File: src/rtl/spi_slave_regfile_pkg.sv
// Shared constants for the SPI register-file slave: frame IDs, bit positions, FSM encodings.
// Optional feature macro: SPI_SLV_ERRCNT_EN (adds err_cnt output on spi_slave_regfile).
package spi_slave_regfile_pkg;

   localparam logic [7:0] SLAVE_IDW_DEF = 8'h64;
   localparam logic [7:0] SLAVE_IDR_DEF = 8'h65;

   localparam logic [4:0] BITS_ID    = 5'd8;
   localparam logic [4:0] BITS_ADDR  = 5'd16;
   localparam logic [4:0] BITS_FRAME = 5'd24;

   typedef logic [2:0] state_t;

   localparam logic [2:0] S_WAIT = 3'd0;
   localparam logic [2:0] S_IDLE = 3'd1;
   localparam logic [2:0] S_ID   = 3'd2;
   localparam logic [2:0] S_ADDR = 3'd3;
   localparam logic [2:0] S_DATA = 3'd4;
   localparam logic [2:0] S_SKIP = 3'd5;

   function automatic logic in_range(input logic [7:0] a, input int depth);
      return int'(a) < depth;
   endfunction

endpackage

File: src/rtl/spi_slave_regfile_sync.sv
// Two-flop synchroniser for ss/sck/mosi plus edge detection on the synced ss and sck.
// ss resets low so a reset mid-frame cannot fake an ss falling edge.
module spi_slave_regfile_sync
   import spi_slave_regfile_pkg::*;
(
   input  logic clk,
   input  logic rst,
   input  logic ss,
   input  logic sck,
   input  logic mosi,
   output logic ss_s,
   output logic mosi_s,
   output logic sck_rise,
   output logic sck_fall,
   output logic ss_rise,
   output logic ss_fall
);

   logic ss_m, ss_d;
   logic sck_m, sck_s, sck_d;
   logic mosi_m;

   always_ff @(posedge clk) begin
      if (rst) begin
         ss_m   <= 1'b0;
         ss_s   <= 1'b0;
         ss_d   <= 1'b0;
         sck_m  <= 1'b0;
         sck_s  <= 1'b0;
         sck_d  <= 1'b0;
         mosi_m <= 1'b0;
         mosi_s <= 1'b0;
      end else begin
         ss_m   <= ss;
         ss_s   <= ss_m;
         ss_d   <= ss_s;
         sck_m  <= sck;
         sck_s  <= sck_m;
         sck_d  <= sck_s;
         mosi_m <= mosi;
         mosi_s <= mosi_m;
      end
   end

   assign sck_rise = sck_s & ~sck_d;
   assign sck_fall = ~sck_s & sck_d;
   assign ss_rise  = ss_s & ~ss_d;
   assign ss_fall  = ~ss_s & ss_d;

endmodule

File: src/rtl/spi_slave_regfile.sv
// SPI mode-0 slave decoding {ID,ADDR,DATA} frames into a DEPTH x 8 register file.
// Optional feature macro: SPI_SLV_ERRCNT_EN adds err_cnt (saturating id_err + abort count).
//
// state  | meaning
// S_WAIT | after reset, wait for ss high before accepting a frame
// S_IDLE | ss high, wait for ss falling edge
// S_ID   | shifting in the 8-bit ID (rises 1..8)
// S_ADDR | shifting in the address (rises 9..16)
// S_DATA | write data in / read data out (rises 17..24)
// S_SKIP | frame finished or rejected, ignore sck until ss rises
module spi_slave_regfile
   import spi_slave_regfile_pkg::*;
#(
   parameter int         DEPTH     = 16,
   parameter logic [7:0] SLAVE_IDW = SLAVE_IDW_DEF,
   parameter logic [7:0] SLAVE_IDR = SLAVE_IDR_DEF
) (
   input  logic       clk,
   input  logic       rst,
   input  logic       ss,
   input  logic       sck,
   input  logic       mosi,
   output logic       miso,
   input  logic [7:0] host_addr,
   output logic [7:0] host_rdata,
   output logic       wr_valid,
   output logic [7:0] wr_addr,
   output logic [7:0] wr_data,
   output logic       frame_done,
`ifdef SPI_SLV_ERRCNT_EN
   output logic [7:0] err_cnt,
`endif
   output logic       id_err
);

   localparam int AW = (DEPTH > 1) ? $clog2(DEPTH) : 1;

   logic ss_s, mosi_s, sck_rise, sck_fall, ss_rise, ss_fall;

   spi_slave_regfile_sync u_sync (
      .clk      (clk),
      .rst      (rst),
      .ss       (ss),
      .sck      (sck),
      .mosi     (mosi),
      .ss_s     (ss_s),
      .mosi_s   (mosi_s),
      .sck_rise (sck_rise),
      .sck_fall (sck_fall),
      .ss_rise  (ss_rise),
      .ss_fall  (ss_fall)
   );

   state_t     state;
   logic [4:0] bit_cnt;
   logic [7:0] shift_in;
   logic [7:0] addr;
   logic [7:0] tx_sh;
   logic       rw;
   logic [7:0] regs [DEPTH];

   logic [4:0] cnt_nxt;
   logic [7:0] byte_nxt;
   logic       in_frame;

   assign cnt_nxt  = bit_cnt + 5'd1;
   assign byte_nxt = {shift_in[6:0], mosi_s};
   assign in_frame = (state == S_ID) || (state == S_ADDR) || (state == S_DATA);

   always_ff @(posedge clk) begin
      if (rst) begin
         state      <= S_WAIT;
         bit_cnt    <= '0;
         shift_in   <= '0;
         addr       <= '0;
         tx_sh      <= '0;
         rw         <= 1'b0;
         miso       <= 1'b0;
         host_rdata <= '0;
         wr_valid   <= 1'b0;
         wr_addr    <= '0;
         wr_data    <= '0;
         frame_done <= 1'b0;
         id_err     <= 1'b0;
         for (int i = 0; i < DEPTH; i++) regs[i] <= '0;
      end else begin
         wr_valid   <= 1'b0;
         frame_done <= 1'b0;
         id_err     <= 1'b0;
         host_rdata <= in_range(host_addr, DEPTH) ? regs[host_addr[AW-1:0]] : 8'h00;

         if (in_frame && ss_rise) begin
            miso  <= 1'b0;
            state <= S_IDLE;
         end else begin
            case (state)
               S_WAIT: begin
                  miso <= 1'b0;
                  if (ss_s) state <= S_IDLE;
               end
               S_IDLE: begin
                  miso <= 1'b0;
                  if (ss_fall) begin
                     state <= S_ID;
                     // an sck rise seen together with ss fall is already bit 1
                     if (sck_rise) begin
                        bit_cnt  <= 5'd1;
                        shift_in <= {7'b0, mosi_s};
                     end else begin
                        bit_cnt  <= '0;
                        shift_in <= '0;
                     end
                  end
               end
               S_ID, S_ADDR, S_DATA: begin
                  if (sck_rise) begin
                     bit_cnt  <= cnt_nxt;
                     shift_in <= byte_nxt;
                     if (state == S_ID && cnt_nxt == BITS_ID) begin
                        if (byte_nxt == SLAVE_IDW || byte_nxt == SLAVE_IDR) begin
                           rw    <= (byte_nxt == SLAVE_IDR);
                           state <= S_ADDR;
                        end else begin
                           id_err <= 1'b1;
                           state  <= S_SKIP;
                        end
                     end else if (state == S_ADDR && cnt_nxt == BITS_ADDR) begin
                        addr  <= byte_nxt;
                        tx_sh <= in_range(byte_nxt, DEPTH) ? regs[byte_nxt[AW-1:0]] : 8'h00;
                        state <= S_DATA;
                     end else if (state == S_DATA && cnt_nxt == BITS_FRAME) begin
                        if (!rw && in_range(addr, DEPTH)) begin
                           regs[addr[AW-1:0]] <= byte_nxt;
                           wr_valid <= 1'b1;
                           wr_addr  <= addr;
                           wr_data  <= byte_nxt;
                        end
                        frame_done <= 1'b1;
                        miso       <= 1'b0;
                        state      <= S_SKIP;
                     end
                  end else if (sck_fall && state == S_DATA && rw) begin
                     miso  <= tx_sh[7];
                     tx_sh <= {tx_sh[6:0], 1'b0};
                  end
               end
               S_SKIP: begin
                  miso <= 1'b0;
                  if (ss_rise) state <= S_IDLE;
               end
               default: begin
                  miso  <= 1'b0;
                  state <= S_WAIT;
               end
            endcase
         end
      end
   end

`ifdef SPI_SLV_ERRCNT_EN
   logic abort_evt;
   assign abort_evt = in_frame && ss_rise;

   always_ff @(posedge clk) begin
      if (rst)
         err_cnt <= '0;
      else if ((id_err || abort_evt) && err_cnt != 8'hFF)
         err_cnt <= err_cnt + 8'd1;
   end
`endif

endmodule
File: config.mk
export PLATFORM = sky130hd
export DESIGN_NAME = spi_slave_regfile
export DESIGN_NICKNAME = d
export VERILOG_FILES = /design/src/rtl/spi_slave_regfile_pkg.sv /design/src/rtl/spi_slave_regfile_sync.sv /design/src/rtl/spi_slave_regfile.sv
export SDC_FILE = /design/constraint.sdc
export NUM_CORES = 1
export LEC_CHECK = 0
export ABC_AREA = 1
export CAP_MARGIN = 10
export CORE_UTILIZATION = 30
export CTS_CLUSTER_DIAMETER = 30
export DETAILED_ROUTE_END_ITERATION = 10
export PLACE_DENSITY = 0.55
export RECOVER_POWER = 100
export SYNTH_ARGS = -nofsm -noshare
export SYNTH_HDL_FRONTEND = slang
export SYNTH_HIERARCHICAL = 1
export SYNTH_SLANG_ARGS = --single-unit
File: constraint.sdc
create_clock -name clk -period 2.31 [get_ports clk]
set_clock_uncertainty 0.1 [all_clocks]
set_input_delay 0.231 -clock clk [delete_from_list [all_inputs] [get_ports clk]]
set_output_delay 0.231 -clock clk [all_outputs]
set_load 0.02 [all_outputs]
==> flow_metrics.env, run 1 <==
export IMPL_fin_hold_ws_ns=0.181
export IMPL_htree_levels=4
export IMPL_critPathSlowestCell="dfxtp_1"
export IMPL_clkTransAtPathRegs_ns=0.08
export IMPL_post_place_cells=1808
export IMPL_required_ns=2.37
export IMPL_setup_viol=0
export IMPL_drt_pass1_iterations=8
export IMPL_route_vias_total=8951
export IMPL_syn_to_final_growth_pct=19.6
export IMPL_postPlaceCellArea_um2=11900
export IMPL_ctsHoldBuffers=0
export IMPL_syn_avg_cell_area_um2=7.94
export IMPL_yosysSeqAreaShare=0.503
export IMPL_multi_input_area_um2=4110
export IMPL_cts_root_buffer_cell="clkbuf_16"
export IMPL_netlist_area_um2=10300
export IMPL_rsz0062_at_grt="false"
export IMPL_vias_per_cell=4.86
export IMPL_drt_first_iter_violations=995
export IMPL_grt_pass1_wl_um=47600
export IMPL_ys_ff_latch=196
export IMPL_clock_sinks=196
export IMPL_synth_nets=1318
export IMPL_rows=67
export IMPL_status="complete, no violations"
export IMPL_slowest_delay_ns=0.35
export IMPL_drive_gt1_frac=0.125
export IMPL_setup_tns_final_ns=0
export IMPL_core_um2=33700
export IMPL_routedWlPerCell_um=16.7
export IMPL_worstPathArrival_ns=2.25
export IMPL_seqCellArea_um2=5210
export IMPL_end_kind="flip-flop"
export IMPL_dieArea_um2=35200
export IMPL_globalRouteTotalUtil=0.177
export IMPL_cts_buffer_depth=2
export IMPL_numPortBuffers=40
export IMPL_p_total_mw=10.2
export IMPL_yosysWarnings=6
export IMPL_nets=1394
export IMPL_max_freq_mhz=458
export IMPL_die_w_um=188
export IMPL_initial_core_util=0.307
export IMPL_wl_um=30700
export IMPL_ys_types=32
export IMPL_first_global_vias=8332
export IMPL_drv_slew=0
export IMPL_synthArstFlopShare=0
export IMPL_powerDensity_nw_per_um2=827
export IMPL_p_leak_nw=4.96
export IMPL_netlist_instances=1303
export IMPL_cts_inserted_buffers=17
export IMPL_crit_chain="ha_2 -> inv_1 -> nand2_1 -> nand3_2 -> nor2_4 -> nand4_4 -> nor2_8 -> buf_12 -> nand4_1 -> nand2_1 -> clkbuf_4"
export IMPL_post_route_min_period_ns=2.18
export IMPL_hold_class="input port to flip-flop"
export IMPL_worst_slew_pin_slew_ns=0.631
export IMPL_cp_start_kind="flip-flop"
export IMPL_crit_fanout=8
export IMPL_antenna_found_initial=0
export IMPL_drc=0
export IMPL_hpwl_um=21700
export IMPL_postRouteAntennaNets=0
export IMPL_synth_ff_type="edfxtp_1"
export IMPL_grt_ovfl_total=0
export IMPL_max_cap_violations=0
export IMPL_worstSetupPathType="flip-flop to flip-flop"
export IMPL_fin_cells=1840
export IMPL_vdd_ir_drop_max_mv=0.602
export IMPL_clk_latency_ns=0.47
export IMPL_grt_max_degree=44
export IMPL_cts_tree="built"
export IMPL_diodes=0
export IMPL_fin_area_um2=12400
export IMPL_path_common_cell="nand2_1"
export IMPL_routabilityCongestion=0.926
export IMPL_die_h_um=188
export IMPL_synth_edf_count=128
export IMPL_fillers=3486
export IMPL_io_pin_count=41
export IMPL_min_period_over_period=0.944
export IMPL_timing_slew_headroom=0.577
export IMPL_final_hold_violation_count=0
-- logic make-up after synthesis --
| family | share of synthesized area |
|---|---|
| AND/OR/NAND/NOR | 0.274 |
| buffers and inverters | 0.0939 |
| AO/OA/AOI/OAI | 0.126 |
| flip-flops | 0.503 |
| adder cells (fa/ha/maj) | 0.00242 |
-- sequential cells by signal, summed over array words and instances (netlist names), 3 cells and up --
signal and cells:
shift_in 7, state 3, bit_cnt 5, addr 8, tx_sh 8, host_rdata 8
wr_addr 8, wr_data 8, regs 128
-- worst max-delay path, delay by kind of cell, from the launching register on --
family,cells,cell delay [ns]
fa+ha+maj,1,0.23
buf+inv,3,0.39
flops,1,0.35
simple gates,7,0.81
-- timing repair --
action	in CTS	in global routing
buffers inserted	0	0
setup endpoints to repair	0	127
gates resized for setup	0	6
endpoints found under the hold margin	0	0
-- cells in the final DEF, fill, tap and decap left out, types with 8 or more instances in the layout --
cell / netlist / routed
nor2_1: 217 / 217
a21oi_1: 95 / 95
clkbuf_2: 0 / 22
inv_1: 162 / 162
a211oi_1: 8 / 8
clkdlybuf4s50_1: 0 / 9
nand4_1: 10 / 15
o211ai_1: 34 / 34
edfxtp_1: 128 / 128
nand3_1: 79 / 79
buf_12: 1 / 16
dfxtp_1: 68 / 67
nor2_2: 13 / 13
o21ai_0: 101 / 101
buf_4: 0 / 49
dlygate4sd3_1: 0 / 29
clkbuf_16: 0 / 17
nand2_1: 259 / 257
-- path summary, 6_finish.rpt --
path	start	endpoint	slack [ns]	cells after the start
hold reg to reg	u_sync/ss_m	u_sync/ss_s	0.30	2
setup / recovery	bit_cnt[0]	regs[5][3]	0.13	11
setup reg to reg	bit_cnt[0]	regs[5][3]	0.13	11
hold / removal	sck	u_sync/sck_m	0.18	3
-- cells in the mapped netlist, types with 5 or more instances --
master | instances | share of area
a211oi_1 | 8 | 0.0058
a21oi_1 | 95 | 0.046
buf_1 | 7 | 0.0025
buf_2 | 7 | 0.0034
clkbuf_1 | 58 | 0.021
clkinv_1 | 5 | 0.0018
dfxtp_1 | 68 | 0.13
edfxtp_1 | 128 | 0.37
inv_1 | 162 | 0.059
inv_2 | 6 | 0.0022
nand2_1 | 259 | 0.094
nand3_1 | 79 | 0.038
nand4_1 | 10 | 0.0061
nand4_2 | 7 | 0.0085
nand4_4 | 10 | 0.021
nor2_1 | 217 | 0.079
nor2_2 | 13 | 0.0079
nor3_1 | 5 | 0.0024
o211ai_1 | 34 | 0.025
o21ai_0 | 101 | 0.049
-- metrics by stage --
step / utilization / worst slack, ns
floorplan: - / -0.0602
global placement: 0.352 / 0.104
detailed placement: 0.352 / 0.0378
CTS: 0.371 / 0.0178
global route: 0.367 / 0.00422
finish: 0.367 / 0.129
-- cell type report --
class / count / share of cell area
well taps: 448 / 0.0453
repair buffers: 132 / 0.0983
clock buffers: 17 / 0.0344
multi-input cells: 859 / 0.333
flip-flops and latches: 196 / 0.421
inverters: 173 / 0.0525
clock inverters: 15 / 0.0157
-- layer usage --
layer / global-route usage / vias to the layer above / routed length (um)
met3: 0.0303 / 52 / 1590
met1: 0.247 / 4207 / 14500
li1: - / 4417 / -
met4: 0.0657 / 0 / 785
met2: 0.274 / 275 / 13800
met5: 0 / - / 0
-- report_power, final --
group / switching, mW / internal [mW] / total (mW) / leakage, nW
sequential: 0.198 / 3.95 / 4.14 / 1.80
combinational: 2.12 / 0.873 / 2.99 / 2.86
clock: 1.60 / 1.49 / 3.09 / 0.300
total: 3.92 / 6.31 / 10.2 / 4.96
(Power assumes the default switching activity.)
==> run 2, diff against run 1 <==
--- a/config.mk
+++ b/config.mk
@@ -7,10 +7,10 @@
 export LEC_CHECK = 0
 export ABC_AREA = 1
 export CAP_MARGIN = 10
-export CORE_UTILIZATION = 30
+export CORE_UTILIZATION = 50
 export CTS_CLUSTER_DIAMETER = 30
 export DETAILED_ROUTE_END_ITERATION = 10
-export PLACE_DENSITY = 0.55
+export PLACE_DENSITY = 0.78
 export RECOVER_POWER = 100
 export SYNTH_ARGS = -nofsm -noshare
 export SYNTH_HDL_FRONTEND = slang
==> run 2 against run 1 <==
- maximum frequency fell by 2.4%
- cell count fell by 11%
- power down 1.9%
- non-clock buffer count down 26
- critical path type unchanged
- worst hold slack improved by 0.0086 ns
- highest routed layer unchanged
- wire length shrank 4.1%
- worst setup slack worse by 0.053 ns
- largest cell class unchanged
- die area shrank 40%
- clock power shrank 5%
- sequential power barely moved
- sequential cell count stayed put
==> flow_metrics.env, run 2 (synthesis results as in run 1) <==
export IMPL_status="complete, no violations"
export IMPL_cts_inserted_buffers=17
export IMPL_multi_input_area_um2=4270
export IMPL_switching_share=0.368
export IMPL_cts_buffer_depth=2
export IMPL_globalRouteTotalUtil=0.280
export IMPL_largest_register_ffs=128
export IMPL_antenna_found_initial=1
export IMPL_post_route_min_period_ns=2.23
export IMPL_initial_core_util=0.511
export IMPL_powerDensity_nw_per_um2=835
export IMPL_hold_class="input port to flip-flop"
export IMPL_postRouteAntennaNets=0
export IMPL_mostFrequentLayoutCell="nand2_1"
export IMPL_layout_common_cells="nand2_1 (243), nor2_1 (217), inv_1 (160)"
export IMPL_first_global_vias=8570
export IMPL_pwr_share_comb=0.290
export IMPL_dieArea_um2=21300
export IMPL_die_h_um=146
export IMPL_fin_hold_ws_ns=0.190
export IMPL_routedWlPerCell_um=18.0
export IMPL_timing_slew_headroom=0.595
export IMPL_final_hold_violation_count=0
export IMPL_io_pin_count=41
export IMPL_cts_root_buffer_cell="clkbuf_16"
export IMPL_setup_viol=0
export IMPL_p_leak_nw=4.82
export IMPL_nets=1368
export IMPL_max_freq_mhz=448
export IMPL_grt_pass1_wl_um=45400
export IMPL_clock_sinks=196
export IMPL_wl_um=29500
export IMPL_ctsHoldBuffers=0
export IMPL_grt_ovfl_total=0
export IMPL_htree_levels=4
export IMPL_drive_gt1_frac=0.125
export IMPL_min_period_over_period=0.967
export IMPL_syn_to_final_growth_pct=16.2
export IMPL_final_util=0.594
export IMPL_core_um2=20200
export IMPL_cts_tree="built"
export IMPL_setup_tns_final_ns=0
export IMPL_seqCellArea_um2=5210
export IMPL_numPortBuffers=40
export IMPL_grt_max_degree=53
export IMPL_fillers=1716
export IMPL_rrSetupSlack_ns=0.08
export IMPL_top_register="regs"
export IMPL_clkTransAtPathRegs_ns=0.07
export IMPL_drv_slew=0
export IMPL_end_kind="flip-flop"
export IMPL_cp_start_kind="flip-flop"
export IMPL_worst_slew_pin_slew_ns=0.607
export IMPL_drt_first_iter_violations=1169
export IMPL_seqPwrFrac=0.416
export IMPL_clk_latency_ns=0.45
export IMPL_route_vias_total=9305
export IMPL_internal_power_mw=6.35
export IMPL_vias_per_cell=5.69
export IMPL_hpwl_um=19800
export IMPL_diodes=0
export IMPL_crit_fanout=8
export IMPL_drt_pass1_iterations=7
export IMPL_required_ns=2.50
export IMPL_max_cap_violations=0
export IMPL_worstSetupPathType="flip-flop to flip-flop"
export IMPL_p_sw_mw=3.69
export IMPL_worstPathArrival_ns=2.43
export IMPL_rows=52
export IMPL_die_w_um=146
export IMPL_drc=0
export IMPL_routabilityCongestion=0.982
export IMPL_p_clk_frac=0.294
export IMPL_vdd_ir_drop_max_mv=0.624
-- run 2: cell types whose count changed in the layout (fill, tap and decap cells not counted), sizes merged --
| cell | change |
|---|---|
| buf | -2 |
| clkinvlp | +2 |
| clkbuf | -19 |
| clkinv | -6 |
| inv | -1 |
-- run 2: critical path: stages, from the launching register on --
cell and delay, ns:
dfxtp_1 0.38, buf_4 0.17, ha_1 0.19, nand3_2 0.12
nor2_4 0.17, nand4_4 0.12, nor2_8 0.16, clkbuf_16 0.21
nand4_2 0.13, buf_4 0.22, nor2_1 0.11
-- run 2: routing by layer --
metal  up-vias  routed length (um)  track usage
li1       4353                   -            -
met1      4223               11500        0.376
met2       620               13400        0.430
met3       109                3410       0.0583
met4         0                1150        0.144
met5         -                   0            0
-- run 2: power groups by stage --
stage | sequential (mW) | combinational, mW | clock, mW
2_1_floorplan | 4.15 | 1.85 | 0
3_3_place_gp | 4.23 | 2.74 | 0
3_5_place_dp | 4.24 | 2.77 | 0
4_1_cts | 4.16 | 2.79 | 2.96
5_1_grt | 4.19 | 3.12 | 3.11
6_report | 4.17 | 2.91 | 2.95
-- run 2: metrics by stage --
stage	setup WS (ns)	std cells	area [um2]	power [mW]
CTS	0.00259	1634	11900	9.91
detailed placement	-0.0227	1602	11300	7.00
finish	0.0758	1636	12000	10.0
global route	-0.0112	1636	12000	10.4
floorplan	-0.0602	1303	10300	6.00
global placement	0.0585	1602	11300	6.97
-- run 2: path summary, 6_finish.rpt --
| check | start | end | cells past startpoint |
|---|---|---|---|
| hold / removal | ss | u_sync/ss_m | 3 |
| setup reg to reg | bit_cnt[0] | regs[6][1] | 10 |
| hold reg to reg | u_sync/mosi_m | u_sync/mosi_s | 2 |
| setup / recovery | bit_cnt[0] | regs[6][1] | 10 |
-- run 2: what timing repair did --
item | CTS | global route
gates resized for setup | 8 | 23
endpoints found under the setup margin | 61 | 180
gates cloned | 0 | 1
setup buffers | 0 | 1
pin swaps | 0 | 1
-- run 2: area by class of cell --
class,count,area share
clock inverters,10,0.00646
inverters,173,0.0547
repair buffers,106,0.0797
clock buffers,22,0.0422
flip-flops and latches,196,0.433
multi-input cells,859,0.356
well taps,270,0.0281
